`config.mk`:
```
export PLATFORM = sky130hd
export DESIGN_NAME = fsqrt_arb
export DESIGN_NICKNAME = d
export VERILOG_FILES = /design/src/rtl/fsqrt_arb_pkg.sv /design/src/rtl/fsqrt_arb_fsqrt.sv /design/src/rtl/fsqrt_arb.sv
export SDC_FILE = /design/constraint.sdc
export NUM_CORES = 1
export LEC_CHECK = 0
export CAP_MARGIN = 20
export CORE_MARGIN = 8
export CORE_UTILIZATION = 47
export DETAILED_ROUTE_END_ITERATION = 10
export PLACE_DENSITY = 0.61
export SLEW_MARGIN = 10
export SYNTH_ARGS = -nofsm -noshare
export SYNTH_HDL_FRONTEND = slang
export SYNTH_HIERARCHICAL = 1
export SYNTH_SLANG_ARGS = --single-unit
```
`constraint.sdc`:
```
create_clock -name clk -period 149.5 [get_ports clk]
set_clock_uncertainty 0.2 [all_clocks]
set_input_delay 22.425 -clock clk [delete_from_list [all_inputs] [get_ports clk]]
set_output_delay 22.425 -clock clk [all_outputs]
set_load 0.005 [all_outputs]
```
`src/rtl/fsqrt_arb_pkg.sv`:
```
// fsqrt_arb_pkg: shared FPU types and constants for the fsqrt arbiter.
package fsqrt_arb_pkg;
  typedef enum logic [1:0] {S_IDLE, S_CALC, S_EVAL, S_RESP} state_t;
  localparam logic [31:0] QNAN = 32'h7FC00000;
  // Zero, infinity and negative operands bypass the datapath result.
  function automatic logic [31:0] fp_final(input logic [31:0] op, input logic [31:0] sq);
    return (op[30:23] == 8'd0) ? {op[31], 31'b0} :
           op[31]              ? QNAN :
           (&op[30:23])        ? op : sq;
  endfunction
endpackage

```
`src/rtl/fsqrt_arb_fsqrt.sv`:
```
// fsqrt_arb_fsqrt: single-precision square root of positive normals, one output register.
module fsqrt_arb_fsqrt (
  input  logic        clk,
  input  logic        rst,
  input  logic [31:0] i_op,
  output logic [31:0] o_res
);
  logic [47:0] w_rad;
  logic [26:0] w_rem, w_trial;
  logic [23:0] w_root;
  logic        w_ge;
  logic [7:0]  w_exp;
  logic [31:0] r_res;
  // Odd biased exponent means even unbiased exponent, so the radicand needs one less shift.
  assign w_exp = 8'((9'(i_op[30:23]) + 9'd126 + 9'(i_op[23])) >> 1);
  always_comb begin
    w_rad = i_op[23] ? {2'b01, i_op[22:0], 23'b0} : {1'b1, i_op[22:0], 24'b0};
    w_rem = '0;
    w_root = '0;
    w_trial = '0;
    w_ge = 1'b0;
    for (int i = 23; i >= 0; i--) begin
      w_rem = {w_rem[24:0], w_rad[2*i +: 2]};
      w_trial = {1'b0, w_root, 2'b01};
      w_ge = w_rem >= w_trial;
      w_rem = w_ge ? w_rem - w_trial : w_rem;
      w_root = {w_root[22:0], w_ge};
    end
  end
  always_ff @(posedge clk or posedge rst)
    if (rst) r_res <= '0;
    else     r_res <= w_root[23] ? {i_op[31], w_exp, w_root[22:0]} : '0;
  assign o_res = r_res;
endmodule

```
`src/rtl/fsqrt_arb.sv`:
```
// fsqrt_arb: round-robin sharing of one fsqrt unit between two requesters.
module fsqrt_arb
  import fsqrt_arb_pkg::*;
#(
  parameter int TAG_W = 5
) (
  input  logic             clk,
  input  logic             rst,
  input  logic             req0_valid,
  output logic             req0_ready,
  input  logic [31:0]      req0_data,
  input  logic [TAG_W-1:0] req0_tag,
  input  logic             req1_valid,
  output logic             req1_ready,
  input  logic [31:0]      req1_data,
  input  logic [TAG_W-1:0] req1_tag,
  output logic             resp_valid,
  input  logic             resp_ready,
  output logic [31:0]      resp_data,
  output logic [TAG_W-1:0] resp_tag,
  output logic             resp_src,
  output logic             busy
);
  state_t           r_state, w_next;
  logic             r_prio, r_src;
  logic [31:0]      r_op, r_res, w_sq;
  logic [TAG_W-1:0] r_tag;
  logic             w_idle, w_any, w_gnt1;
  assign w_idle = r_state == S_IDLE;
  assign w_any  = req0_valid | req1_valid;
  assign w_gnt1 = req1_valid & (~req0_valid | r_prio);
  always_comb begin
    w_next = r_state;
    req0_ready = 1'b0;
    req1_ready = 1'b0;
    w_next = (r_state == S_IDLE) ? (w_any ? S_CALC : S_IDLE) :
             (r_state == S_CALC) ? S_EVAL :
             (r_state == S_EVAL) ? S_RESP :
             (resp_ready ? S_IDLE : S_RESP);
    req0_ready = w_idle & req0_valid & ~w_gnt1;
    req1_ready = w_idle & w_gnt1;
  end
  always_ff @(posedge clk or posedge rst)
    if (rst) begin
      r_state <= S_IDLE;
      r_prio  <= 1'b0;
      r_op    <= '0;
      r_tag   <= '0;
      r_src   <= 1'b0;
      r_res   <= '0;
    end else begin
      r_state <= w_next;
      if (w_idle & w_any) begin
        r_op   <= w_gnt1 ? req1_data : req0_data;
        r_tag  <= w_gnt1 ? req1_tag : req0_tag;
        r_src  <= w_gnt1;
        r_prio <= ~w_gnt1;
      end
      if (r_state == S_EVAL) r_res <= fp_final(r_op, w_sq);
    end
  fsqrt_arb_fsqrt u_fsqrt (
    .clk  (clk),
    .rst  (rst),
    .i_op (r_op),
    .o_res(w_sq)
  );
  assign resp_valid = r_state == S_RESP;
  assign busy       = ~w_idle;
  assign resp_data  = r_res;
  assign resp_tag   = r_tag;
  assign resp_src   = r_src;
endmodule

```
==> metrics.md <==
| Metric | Value |
|---|---|
| CTS tree | built |
| Pin count of the biggest net entering global routing | 69 |
| Core ar. | 58800 um2 |
| FF-to-FF End | u_fsqrt/o_res[0]$_DFF_PP0_ |
| CP peak stage delay | 710 ps |
| Chip height | 259 um |
| Routed wire per std cell | 20.7 um |
| Top cell by count, worst path | a21oi_1 |
| Hold Path Stages | 2 |
| # DRC | 0 |
| WS Path Type | reg2reg |
| Slew Limit Fails | 0 |
| Worst hold path type | reg2reg |
| Endpoints failing hold | 0 |
| Fin Setup TNS | 0 ps |
| Final nets | 4258 |
| Hold EP | resp_data[12]$_DFFE_PP0P_ |
| DP HPWL | 76800 um |
| EDFF count, synth | 0 |
| Dpl cells | 4641 |
| Synth warnings | 6 |
| Count of cell types in the netlist | 152 |
| DR pass1 iterations | 5 |
| Main synth FF type | dfrtp_1 |
| Critical Path Source Type | register |
| Kind of end point of the critical path | register |
| Slew Limit Headroom | 27.9% |
| Fmax | 14.1 MHz |
| Status | finished clean |
| Max FO, Critical Path | 39 |
| GRT Residual Overflow | 0 |
| Area Overhead vs Synth | 7.54% |
| Clock buffer depth | 2 |
| CTS buffer count | 9 |
| Vias in the first global route | 27100 |
| Initial Util | 47.4% |
| R2R setup slack | 78670 ps |
| Drt initial violations | 2523 |
| Period utilization | 47.4% |
| PostCTS Resize Cnt | 0 |
| Worst Hold Launch | resp_data[12]$_DFFE_PP0P_ |
| First-pass GRT wire length | 151000 um |
| Top Ports | 121 |
| Clock latency on the worst-skew pair | 390 ps |
| MaxCap Viol Count | 0 |
| DR vias/cell | 6.28 |
| Worst Path Required | 149600 ps |
| CTS hold repair buffers | 0 |
| Setup-failing EPs final | 0 |
| Antenna violations before repair | 3 |
| Sequential share of the synthesized area | 9.43% |
| Root Buffer | clkbuf_16 |
| Worst-Margin Slew | 1050 ps |
| TritonCTS Sinks | 105 |
| Mean Syn Cell Area | 7.32 um2 |
| Routed WL | 96400 um |
| Die area | 67300 um2 |
| Asr flop ratio synth | 100% |
| Fraction of layout instances using a drive strength above 1 | 7.54% |
| Seq cells post-synth | 105 |
| Worst Reg2Reg Path Length in Cells | 295 |
| Die width | 259 um |
| Post-route minimum period | 70830 ps |
| H-tree Lvls | 3 |
| Via count | 29300 |
| Worst reg2reg path startpoint | r_op[23]$_DFFE_PP0P_ |
| Critical Path AT | 70930 ps |
| Gpl congestion | 0.963 |
| Slowest CP cell | nor3_2 |
| # rows | 89 |
| Synthesized instance count | 3806 |
| Final cell count without fillers | 4660 |
| RSZ-0062 raised after global routing | no |
| Cell area after synthesis | 27900 um2 |
| Post-CTS Setup Repair Bufs | 0 |
| Worst-path clk slew | 80 ps |
| DRT antenna net count | 0 |
| Port Buffer Count | 120 |
| Gr usage total | 27.2% |
[synthesized netlist by cell type, types with 19 or more instances]
| cell | n | area share, % |
|---|---|---|
| nor4_1 | 20 | 0.45 |
| buf_4 | 19 | 0.51 |
| o211ai_1 | 33 | 0.89 |
| nor3_1 | 84 | 1.5 |
| xnor2_1 | 200 | 6.3 |
| xor2_1 | 87 | 2.7 |
| o21ai_2 | 26 | 0.82 |
| o31ai_1 | 23 | 0.62 |
| dfrtp_1 | 105 | 9.4 |
| and3_1 | 56 | 1.3 |
| nand3_1 | 92 | 1.7 |
| o21ai_0 | 235 | 4.2 |
| mux2i_1 | 103 | 3.7 |
| o21bai_1 | 140 | 3.8 |
| a211oi_1 | 31 | 0.84 |
| ha_1 | 298 | 13 |
| nor2_1 | 299 | 4.0 |
| nand4_1 | 53 | 1.2 |
| inv_1 | 188 | 2.5 |
| clkbuf_1 | 31 | 0.42 |
| nor2b_1 | 21 | 0.47 |
| nand2_1 | 330 | 4.4 |
| a21o_1 | 91 | 2.5 |
| o21a_1 | 35 | 0.94 |
| or2_2 | 22 | 0.49 |
| buf_2 | 26 | 0.47 |
| or3_1 | 35 | 0.79 |
| and2_1 | 44 | 0.99 |
| a21oi_1 | 414 | 7.4 |
| mux2_2 | 30 | 1.2 |
| a21boi_0 | 19 | 0.51 |
| nand2b_1 | 34 | 0.76 |
| o21ai_1 | 56 | 1.0 |
| a31oi_1 | 48 | 1.1 |
[layer usage]
metal | vias to the layer above | global-route usage (%) | wire (um)
met1 | 13800 | 36.9 | 44000
met4 | 2 | 7.81 | 2650
met5 | - | 0 | 13
met3 | 156 | 2.57 | 5280
met2 | 1008 | 45.6 | 44400
li1 | 14300 | - | -
[logic make-up (layout without fill, tap and decap cells)]
group,after synthesis,count (layout),synth area share (%)
DFF,105,105,9.43
buffers and inverters,315,372,5.51
xor gates and xnor gates,289,289,9.14
AOI/OAI and AO/OA,1413,1413,33.8
adders and majority gates,299,299,13.5
other,2,26,0.0270
and+or+nand+nor,1243,1243,23.3
muxes,140,140,5.26
[cell usage in the layout (no fill, tap or decap), types with 30 or more instances in the layout]
cell type,instances
inv_1,186
xor2_1,87
buf_4,32
o21bai_1,140
xnor2_1,200
or3_1,35
o211ai_1,33
a31oi_1,48
o21ai_0,235
clkdlybuf4s50_1,120
a21o_1,91
nand2b_1,33
nor3_1,84
a211oi_1,31
nor2_1,299
and2_1,44
nand3_1,92
nand4_1,53
ha_1,298
mux2i_1,103
and3_1,56
mux2_2,30
dfrtp_1,104
a21oi_1,414
o21a_1,35
o21ai_1,56
nand2_1,330
[worst max-delay path by stage]
stage                         start                          to  slack (ps)
2_1_floorplan  r_op[23]$_DFFE_PP0P_  u_fsqrt/o_res[0]$_DFF_PP0_       86900
3_3_place_gp   r_op[23]$_DFFE_PP0P_  u_fsqrt/o_res[0]$_DFF_PP0_       81380
3_5_place_dp   r_op[23]$_DFFE_PP0P_  u_fsqrt/o_res[0]$_DFF_PP0_       79520
4_1_cts        r_op[23]$_DFFE_PP0P_  u_fsqrt/o_res[0]$_DFF_PP0_       79250
5_1_grt        r_op[23]$_DFFE_PP0P_  u_fsqrt/o_res[0]$_DFF_PP0_       72930
6_report       r_op[23]$_DFFE_PP0P_  u_fsqrt/o_res[0]$_DFF_PP0_       78670
[stage by stage]
stage / util (%) / hold slack (ps) / instance area, um2 / setup slack (ps)
global route: 51.0 / 295 / 30000 / 72930
CTS: 50.9 / 281 / 29900 / 79250
global placement: 50.4 / 261 / 29600 / 81380
finish: 51.0 / 276 / 30000 / 78670
detailed placement: 50.4 / 263 / 29600 / 79520
floorplan: - / 273 / 27900 / 86900
[worst max-delay path: cells and delay by family, from the launching register on]
family | cells | cell delay (ps)
compound gates | 148 | 29300
xor+xnor | 1 | 150
flops | 1 | 660
fa+ha+maj | 24 | 7960
simple gates | 81 | 18590
mux | 6 | 2010
buf+inv | 35 | 11550
[layout make-up]
type,instances,area [um2]
Multi-Input combinational cell,3408,23800
Antenna cell,2,5.00
Fill cell,5955,28800
Clock buffer,9,225
Sequential cell,105,2630
Tap cell,773,967
Inverter,203,771
Clock inverter,7,95.1
Timing Repair Buffer,153,1460
[sequential cells by signal, summed over array words and instances (netlist names)]
signal         cells
r_state            2
resp_src           1
u_fsqrt/o_res     32
r_op              32
resp_data         32
r_prio             1
resp_tag           5
Power is not shown: default switching activity piles up to over one toggle a cycle in this logic, so the estimate is an artifact.
